File: config.mk
export PLATFORM = sky130hd
export DESIGN_NAME = alu_slice_seq
export DESIGN_NICKNAME = d
export VERILOG_FILES = /design/src/rtl/alu_pkg.sv /design/src/rtl/alu_slice.sv /design/src/rtl/alu_slice_seq.sv
export SDC_FILE = /design/constraint.sdc
export NUM_CORES = 1
export LEC_CHECK = 0
export BUFFER_PORTS_ARGS = -buffer_cell sky130_fd_sc_hd__buf_2
export CELL_PAD_IN_SITES_DETAIL_PLACEMENT = 0
export CELL_PAD_IN_SITES_GLOBAL_PLACEMENT = 1
export CORE_MARGIN = 2
export CORE_UTILIZATION = 45
export CTS_CLUSTER_DIAMETER = 120
export CTS_CLUSTER_SIZE = 16
export DETAILED_ROUTE_END_ITERATION = 16
export PLACE_DENSITY_LB_ADDON = 0.1
export SLEW_MARGIN = 30
export SYNTH_ARGS = -nofsm -noshare
export SYNTH_HDL_FRONTEND = slang
export SYNTH_SLANG_ARGS = --single-unit
File: constraint.sdc
create_clock -name clk -period 9.4 [get_ports clk]
set_input_delay 1.41 -clock clk [delete_from_list [all_inputs] [get_ports clk]]
set_output_delay 1.41 -clock clk [all_outputs]
set_load 0.005 [all_outputs]
File: src/rtl/alu_pkg.sv
// Shared types for the sequential ALU slice: op encodings, sub-class decode, FSM states.
package alu_pkg;

   typedef logic [3:0] op_t;

   localparam op_t OP_SUB_AB  = 4'b0110;
   localparam op_t OP_SUB_ANB = 4'b0111;
   localparam op_t OP_SUB_AAB = 4'b1011;
   localparam op_t OP_DEC_A   = 4'b1111;
   localparam op_t OP_ADD_AB  = 4'b1001;
   localparam op_t OP_ONES    = 4'b0011;
   localparam op_t OP_CONST1  = 4'b1100;

   typedef enum logic [1:0] {IDLE, BUSY, DONE} state_t;

   // Sub-class ops use an active-high borrow chain; everything else uses active-low carry.
   function automatic logic is_sub_op(input op_t op);
      return (op == OP_SUB_AB) || (op == OP_SUB_ANB) ||
             (op == OP_SUB_AAB) || (op == OP_DEC_A);
   endfunction

endpackage

File: src/rtl/alu_slice.sv
// Combinational SLICE-bit ALU cell; time-multiplexed over the operand slices by the top.
module alu_slice
   import alu_pkg::*;
#(
   parameter int SLICE = 8
) (
   input  logic [SLICE-1:0] a,
   input  logic [SLICE-1:0] b,
   input  op_t              op,
   input  logic             mode,
   input  logic             cin,
   input  logic             first,
   output logic [SLICE-1:0] y,
   output logic             cout
);

   logic             w_sub;
   logic [SLICE-1:0] w_x;
   logic [SLICE-1:0] w_y;
   logic [SLICE:0]   w_sum;

   always_comb begin
      w_sub = is_sub_op(op);
      w_x   = '0;
      w_y   = '0;
      w_sum = '0;
      y     = '0;
      cout  = 1'b0;
      if (mode) begin
         case (op)
            4'b0000: y = ~a;
            4'b0001: y = ~(a | b);
            4'b0010: y = ~a & b;
            4'b0011: y = '0;
            4'b0100: y = ~(a & b);
            4'b0101: y = ~b;
            4'b0110: y = a ^ b;
            4'b0111: y = a & ~b;
            4'b1000: y = ~a | b;
            4'b1001: y = ~(a ^ b);
            4'b1010: y = b;
            4'b1011: y = a & b;
            4'b1100: y = first ? SLICE'(1) : '0;
            4'b1101: y = a | ~b;
            4'b1110: y = a | b;
            default: y = a;
         endcase
         cout = ~w_sub;
      end else if (w_sub) begin
         case (op)
            4'b0110: begin w_x = a; w_y = b; end
            4'b0111: w_x = a & ~b;
            4'b1011: w_x = a & b;
            default: w_x = a;
         endcase
         w_sum = {1'b0, w_x} - {1'b0, w_y} - {{SLICE{1'b0}}, cin};
         y     = w_sum[SLICE-1:0];
         cout  = w_sum[SLICE];
      end else begin
         case (op)
            4'b0000: w_x = a;
            4'b0001: w_x = a | b;
            4'b0010: w_x = a | ~b;
            4'b0011: w_x = '1;
            4'b0100: begin w_x = a;      w_y = a & ~b; end
            4'b0101: begin w_x = a | b;  w_y = a & ~b; end
            4'b1000: begin w_x = a;      w_y = a & b;  end
            4'b1001: begin w_x = a;      w_y = b;      end
            4'b1010: begin w_x = a | ~b; w_y = a & b;  end
            4'b1100: begin w_x = a;      w_y = a;      end
            4'b1101: begin w_x = a | b;  w_y = a;      end
            4'b1110: begin w_x = a | ~b; w_y = a;      end
            default: w_x = '0;
         endcase
         w_sum = {1'b0, w_x} + {1'b0, w_y} + {{SLICE{1'b0}}, ~cin};
         y     = w_sum[SLICE-1:0];
         cout  = ~w_sum[SLICE];
      end
   end

endmodule

File: src/rtl/alu_slice_seq.sv
// Multi-cycle WIDTH-bit ALU: one SLICE-bit slice per clock, LSB slice first, with
// valid/ready on both sides and registered carry/zero/sign flags.
module alu_slice_seq
   import alu_pkg::*;
#(
   parameter int WIDTH = 16,
   parameter int SLICE = 8
) (
   input  logic             clk,
   input  logic             arst,
   input  logic             in_valid,
   output logic             in_ready,
   input  logic [WIDTH-1:0] a,
   input  logic [WIDTH-1:0] b,
   input  op_t              op,
   input  logic             mode,
   input  logic             cf_in,
   output logic             out_valid,
   input  logic             out_ready,
   output logic [WIDTH-1:0] result,
   output logic             cf_out,
   output logic             zf,
   output logic             nf
);

   localparam int NSLICE = WIDTH / SLICE;
   localparam int IW     = (NSLICE > 1) ? $clog2(NSLICE) : 1;

   if ((WIDTH % SLICE) != 0 || NSLICE < 1) begin : g_width_check
      $error("alu_slice_seq: WIDTH must be a non-zero multiple of SLICE");
   end

   state_t           r_state;
   logic [WIDTH-1:0] r_a;
   logic [WIDTH-1:0] r_b;
   op_t              r_op;
   logic             r_mode;
   logic             r_carry;
   logic [IW-1:0]    r_idx;
   logic [WIDTH-1:0] r_result;
   logic             r_cf;
   logic             r_zf;
   logic             r_nf;

   logic [SLICE-1:0] w_a_sl;
   logic [SLICE-1:0] w_b_sl;
   logic [SLICE-1:0] w_y;
   logic             w_cout;
   logic [WIDTH-1:0] w_next;

   // Slice select and result merge; w_next lets flags see the completed word on DONE entry.
   always_comb begin
      w_a_sl = '0;
      w_b_sl = '0;
      w_next = r_result;
      for (int unsigned k = 0; k < NSLICE; k++) begin
         if (r_idx == IW'(k)) begin
            w_a_sl                   = r_a[k*SLICE +: SLICE];
            w_b_sl                   = r_b[k*SLICE +: SLICE];
            w_next[k*SLICE +: SLICE] = w_y;
         end
      end
   end

   alu_slice #(.SLICE(SLICE)) u_slice (
      .a     (w_a_sl),
      .b     (w_b_sl),
      .op    (r_op),
      .mode  (r_mode),
      .cin   (r_carry),
      .first (r_idx == '0),
      .y     (w_y),
      .cout  (w_cout)
   );

   always_ff @(posedge clk or posedge arst) begin
      if (arst) begin
         r_state  <= IDLE;
         r_a      <= '0;
         r_b      <= '0;
         r_op     <= '0;
         r_mode   <= 1'b0;
         r_carry  <= 1'b0;
         r_idx    <= '0;
         r_result <= '0;
         r_cf     <= 1'b0;
         r_zf     <= 1'b0;
         r_nf     <= 1'b0;
      end else begin
         case (r_state)
            IDLE: if (in_valid) begin
               r_a      <= a;
               r_b      <= b;
               r_op     <= op;
               r_mode   <= mode;
               r_carry  <= cf_in;
               r_idx    <= '0;
               r_result <= '0;
               r_state  <= BUSY;
            end
            BUSY: begin
               r_result <= w_next;
               r_carry  <= w_cout;
               if (r_idx == IW'(NSLICE - 1)) begin
                  r_idx   <= '0;
                  r_cf    <= w_cout;
                  r_zf    <= (w_next == '0);
                  r_nf    <= w_next[WIDTH-1];
                  r_state <= DONE;
               end else begin
                  r_idx <= r_idx + IW'(1);
               end
            end
            DONE: if (out_ready) r_state <= IDLE;
            default: r_state <= IDLE;
         endcase
      end
   end

   assign in_ready  = (r_state == IDLE);
   assign out_valid = (r_state == DONE);
   assign result    = r_result;
   assign cf_out    = r_cf;
   assign zf        = r_zf;
   assign nf        = r_nf;

endmodule

==> out/metrics.yaml, run 1 <==
status: "completed"
path_common_cell: "ha_1"
r2r_setup_slack_ps: 4310
setup_viol: 0
vias: 5523
min_to: "result[14]"
critical_path_class: "reg -> reg"
synthAdderAreaFrac_pct: 12.3
fp.coreArea_mm2: 0.0127
netlist_top_cells_area: "dfrtp_1, ha_1, mux2_2"
path_buf_inv: 2
dp_hpwl_um: 13200
synth_area_mm2: 0.00586
clock_sinks: 60
report.final.slew_viol_count: 0
cp-start-kind: "register"
synth-seq-cells: 60
synth.avg_cell_area_um2: 8.62
drv_cap: 0
synth_warnings: 0
cp.arrival_ps: 5340
grt_pass1_wl_um: 29100
place_congestion: 0.914
grt_max_degree: 64
drive_above_1_share_pct: 20.9
cts_tree: "done"
crit_required_ps: 9640
wl_per_cell_um: 20.6
routed_via_density: 6.18
synth_compound_area_share_pct: 24.9
cpPeakStageDelay_ps: 920
synth_edf_count: 0
crit_family: "compound AO/OA/AOI/OAI gates"
reg2reg_to: "zf"
cts.repair.resized: 0
io_pins: 63
rr_worst_depth: 16
antennaDiodeCount: 0
syn_to_final_growth_pct: 10.7
grt_pass1_vias: 5217
synth_xor_area_share_pct: 1.64
clock.fmax_mhz: 196
grt.met3_usage_pct: 3.47
synthMuxAreaShare_pct: 12.3
numCtsBuffers: 9
post-route-drc-count: 0
synthCells: 680
port_buffers: 62
yosysMostFrequentCell: "nand2_1"
drtAntennaViolNets: 0
grt_antenna_before_repair: 0
synth_commonest_cells: "nand2_1, o21ai_0, dfrtp_1"
holdBufCountCts: 0
firstDrtPassIters: 5
holdPathStages: 2
met1_usage_pct: 37.2
cts_setup_buffers: 0
start_util_pct: 46.3
synth_fp_nets: 777
hold_violations: 0
die_width_um: 118
ys_types: 73
tightest_slew_ps: 896
clk_latency_ps: 330
synthSimpleGateAreaFrac_pct: 15.6
yosys_most_used_dff: "dfrtp_1"
clockRootBuffer: "clkbuf_16"
cp-end-kind: "register"
die_area_mm2: 0.0140
skew_ps: 13.4
totalWireLength_um: 18400
rows: 41
critPathMaxFanout: 31
setup_tns_ps: 0
critical_path.slowest_cell: "dfrtp_2"
fin_crit_sh_pct: 54.2
synth-async-reset-ratio_pct: 100
grtUsageTotal_pct: 26.4
final_net_count: 814
grt_setup_unrepaired: "false"
synth.largest_area_cell: "dfrtp_1"
die_y_um: 118
fin_crit_ps: 5090
grt-busiest-layer: "met2"
cp_cell_sequence: "mux2i_1, inv_1, ha_1, o311ai_0, o21ai_0, o21ai_0, ha_1, inv_1, ha_1, a21bo_2, a211oi_1, xnor2_1, nor2_1, o31ai_1, nand4_1, o31ai_2"
r2r-start: "r_idx"
cts_buffer_depth: 2
synth_top_family_by_area: "compound AO/OA/AOI/OAI gates"
ys_seq_area_share_pct: 25.6
gr-total-overflow: 0
clk_pin_slew_worst_paths_ps: 50
netlist.area_leader.share_pct: 25.6
hp-start: "result[14]"
fillers: 1254
hold_path.class: "reg -> reg"
htreeDepth: 3
drtIter0Drc: 538
slew_headroom_pct: 40.1
grtUsageMet2_pct: 40.8
-- per-stage QoR --
| step | setup slack [ps] | area (µm²) | utilization (%) | std cells | hold slack, ps |
|---|---|---|---|---|---|
| 2_1_floorplan | 5390 | 5860 | - | 680 | 473 |
| 3_3_place_gp | 4310 | 6190 | 48.9 | 878 | 463 |
| 3_5_place_dp | 4340 | 6190 | 48.9 | 878 | 472 |
| 4_1_cts | 4310 | 6490 | 51.2 | 893 | 486 |
| 5_1_grt | 3810 | 6490 | 51.2 | 893 | 512 |
| 6_report | 4310 | 6490 | 51.2 | 893 | 484 |
-- how the worst max path moves through the flow --
stage / startpoint / end / slack [ps] / cells past startpoint
after floorplan: r_idx / zf / 5390 / 18
after global placement: r_idx / zf / 4310 / 16
after detailed placement: r_idx / zf / 4340 / 16
after CTS: r_idx / zf / 4310 / 16
after global routing: r_idx / zf / 3810 / 16
final: r_idx / zf / 4310 / 16
-- kinds of logic after synthesis --
| logic type | Yosys count |
|---|---|
| and+or+nand+nor | 191 |
| adders and majority gates | 55 |
| DFF | 60 |
| muxes | 57 |
| xor gates and xnor gates | 11 |
| AOI/OAI and AO/OA | 214 |
| buffers and inverters | 92 |
-- worst min-delay path, cell delays in order (launching register included) --
cell	delay, ps
dfrtp_1	330
nand2_1	40
o21ai_0	70
-- layer usage --
layer	wire length, µm	part of all wire, %
met5	0	0
met4	590	3.2
met3	1350	7.4
met2	8280	45
met1	8190	44
-- state kept, by name, summed over array words and instances (netlist names) --
signal / cells
r_a: 16
r_b: 16
result: 16
r_op: 4
r_state: 2
cf_out: 1
nf: 1
r_carry: 1
r_idx: 1
r_mode: 1
zf: 1
-- placed cells by master, fill, tap and decap left out, drive strengths merged, types with 5 or more instances in the layout --
cell / Yosys / routed
a211oi: 12 / 12
a21o: 6 / 6
a21oi: 22 / 22
a22o: 11 / 11
a22oi: 24 / 24
a31oi: 8 / 8
and2: 5 / 5
buf: 21 / 71
clkbuf: 24 / 13
dfrtp: 60 / 60
ha: 51 / 51
inv: 44 / 44
mux2: 36 / 36
mux2i: 20 / 20
nand2: 67 / 67
nand2b: 19 / 19
nand3: 19 / 19
nor2: 36 / 36
nor2b: 9 / 9
nor3: 14 / 14
nor4: 6 / 6
o211ai: 8 / 8
o21ai: 67 / 67
o22ai: 13 / 13
o311ai: 5 / 5
o31ai: 8 / 8
or3: 6 / 6
xnor2: 10 / 10
-- final cells by class --
| cell class | count | area, µm² | area share (%) |
|---|---|---|---|
| Clock buffer | 13 | 260 | 4.01 |
| Clock inverter | 2 | 35.0 | 0.540 |
| Inverter | 47 | 183 | 2.82 |
| Multi-Input combinational cell | 528 | 3910 | 60.3 |
| Sequential cell | 60 | 1500 | 23.2 |
| Tap cell | 172 | 215 | 3.32 |
| Timing Repair Buffer | 71 | 378 | 5.82 |
Power of run 1 is left out: the tool's default activity adds up to more than one toggle a clock period on the data nets, which glitch-free logic cannot reach.
==> run 2: changes to the inputs <==
--- a/config.mk
+++ b/config.mk
@@ -9,7 +9,7 @@
 export CELL_PAD_IN_SITES_DETAIL_PLACEMENT = 0
 export CELL_PAD_IN_SITES_GLOBAL_PLACEMENT = 1
 export CORE_MARGIN = 2
-export CORE_UTILIZATION = 45
+export CORE_UTILIZATION = 41
 export CTS_CLUSTER_DIAMETER = 120
 export CTS_CLUSTER_SIZE = 16
 export DETAILED_ROUTE_END_ITERATION = 16
==> constraint.sdc (replaced) <==
create_clock -name clk -period 4.44 [get_ports clk]
set_input_delay 0.666 -clock clk [delete_from_list [all_inputs] [get_ports clk]]
set_output_delay 0.666 -clock clk [all_outputs]
set_load 0.005 [all_outputs]
==> run 2 against run 1 <==
Compared with the run above: sequential share of layout area decreased by 1.0 points; via count is 1.5% higher; die area up 9.4%; design area increased by 4.6%; critical path type unchanged; sequential cell count did not move; worst setup slack got worse by 4000 ps; global-route usage grew 0.62 points; maximum frequency increased by 22%.
==> out/metrics.yaml, run 2 (synthesis results as in run 1) <==
status: "completed"
clk_latency_ps: 340  # about the same
slew_headroom_pct: 49.8  # +9.8 points
post-route-drc-count: 0  # unchanged
drt-met1-wl_um: 9070  # +11%
die_y_um: 124  # +4.6%
drtIter0Drc: 832  # +55%
hold_slack_ps: 463  # -20.3 ps
critPathMaxFanout: 5  # -84%
drv_cap: 0  # unchanged
cp.arrival_ps: 4410  # -930 ps
setup_viol: 0  # unchanged
cp-end-kind: "register"
clockRootBuffer: "clkbuf_16"
cp-start-kind: "register"
fin_crit_ps: 4160  # -933 ps
crit_required_ps: 4680  # -4960 ps
final_area_mm2: 0.00678  # +4.6%
tightest_slew_ps: 752  # -144 ps
rows: 43  # +4.9%
grt_antenna_before_repair: 0  # unchanged
drive_above_1_share_pct: 24.9  # +3.9 points
wl_met3_um: 1700  # +25%
gr-total-overflow: 0  # unchanged
die_width_um: 124  # +4.6%
cts_tree: "done"
pre_cts_ws_ps: 116  # -4220 ps
wl_per_cell_um: 21.2  # +2.7%
top_layer_used: "met4"
hold_path.class: "in -> async"
cts_buffer_depth: 2  # unchanged
fin_crit_sh_pct: 93.7  # +40 points
die_area_mm2: 0.0153  # +9.4%
cts_setup_buffers: 0  # unchanged
hold_violations: 0  # unchanged
final_cell_mix: "nand2_1, o21ai_0, buf_2, dfrtp_1, ha_1"
place_congestion: 0.982  # +7.4%
place_area_mm2: 0.00644  # +4.0%
fp.coreArea_mm2: 0.0139  # +10%
start_util_pct: 42.1  # -4.2 points
io_pins: 63  # unchanged
firstDrtPassIters: 5  # unchanged
numCtsBuffers: 9  # unchanged
port_buffers: 62  # unchanged
syn_to_final_growth_pct: 15.7
critical_path_class: "reg -> reg"
setup_tns_ps: 0  # unchanged
finalWorstSetupSlack_ps: 278  # -4030 ps
drtAntennaViolNets: 0  # unchanged
grt_pass1_wl_um: 30400  # +4.6%
antennaDiodeCount: 0  # unchanged
final_net_count: 844  # +3.7%
htreeDepth: 3  # unchanged
dp_hpwl_um: 15000  # +13%
routed_via_density: 6.02  # -2.7%
grt_setup_unrepaired: "false"
report.final.slew_viol_count: 0  # unchanged
clk_pin_slew_worst_paths_ps: 60  # about the same
vias: 5606  # +1.5%
grtUsageTotal_pct: 27.1  # +0.62 points
grt_pass1_vias: 5160  # -1.1%
clock.fmax_mhz: 240  # +22%
skew_ps: 9.00  # -4.40 ps
totalWireLength_um: 19700  # +7.1%
final_common_cell: "nand2_1"
grt_max_degree: 39  # -39%
clock_sinks: 60  # unchanged
dr_wl_met2_um: 8430  # +1.9%
==> run 2: cell type report <==
class | count | area, µm²
multi-input combinational | 528 | 3930
tap | 180 | 225
timing repair buffer | 101 | 619
clock inverter | 6 | 86.3
fill | 1413 | 7150
inverter | 47 | 183
sequential | 60 | 1500
clock buffer | 10 | 239
==> run 2: layer usage <==
metal  vias up  GRT usage, %
li1       2620             -
met5         -             0
met4         0          7.67
met1      2678          39.7
met3        31          5.72
met2       277          39.9
==> run 2: what timing repair did <==
item                                    4_1_cts  5_1_grt
hold buffers                                  0        0
endpoints found under the setup margin        0       10
resized for setup                             0        5
==> run 2: worst paths after layout <==
check,slack [ps],to,cells after the start,from
setup / recovery,280,zf,15,r_idx
hold / removal,460,result[9],2,arst
setup reg to reg,280,zf,15,r_idx
hold reg to reg,480,result[12],2,result[12]
max in group asynchronous,3100,r_idx,3,arst
min in group clk,480,result[12],2,result[12]
==> run 2: critical path: stages (launching register included) <==
cell,delay (ps)
dfrtp_2,470
buf_4,230
mux2i_2,460
inv_1,190
ha_1,290
a22oi_1,190
o21ai_0,230
ha_1,430
a211oi_1,310
o21bai_1,120
a21o_1,210
xnor2_1,150
nor2_1,70
o31ai_2,350
nand4_1,160
o31ai_2,200
==> run 2: stage by stage <==
step,std cells,utilization (%)
after floorplan,680,-
after global placement,915,46.1
after detailed placement,916,46.2
after CTS,932,48.5
after global routing,932,48.7
final,932,48.7
Power of run 2 is left out for the same reason.
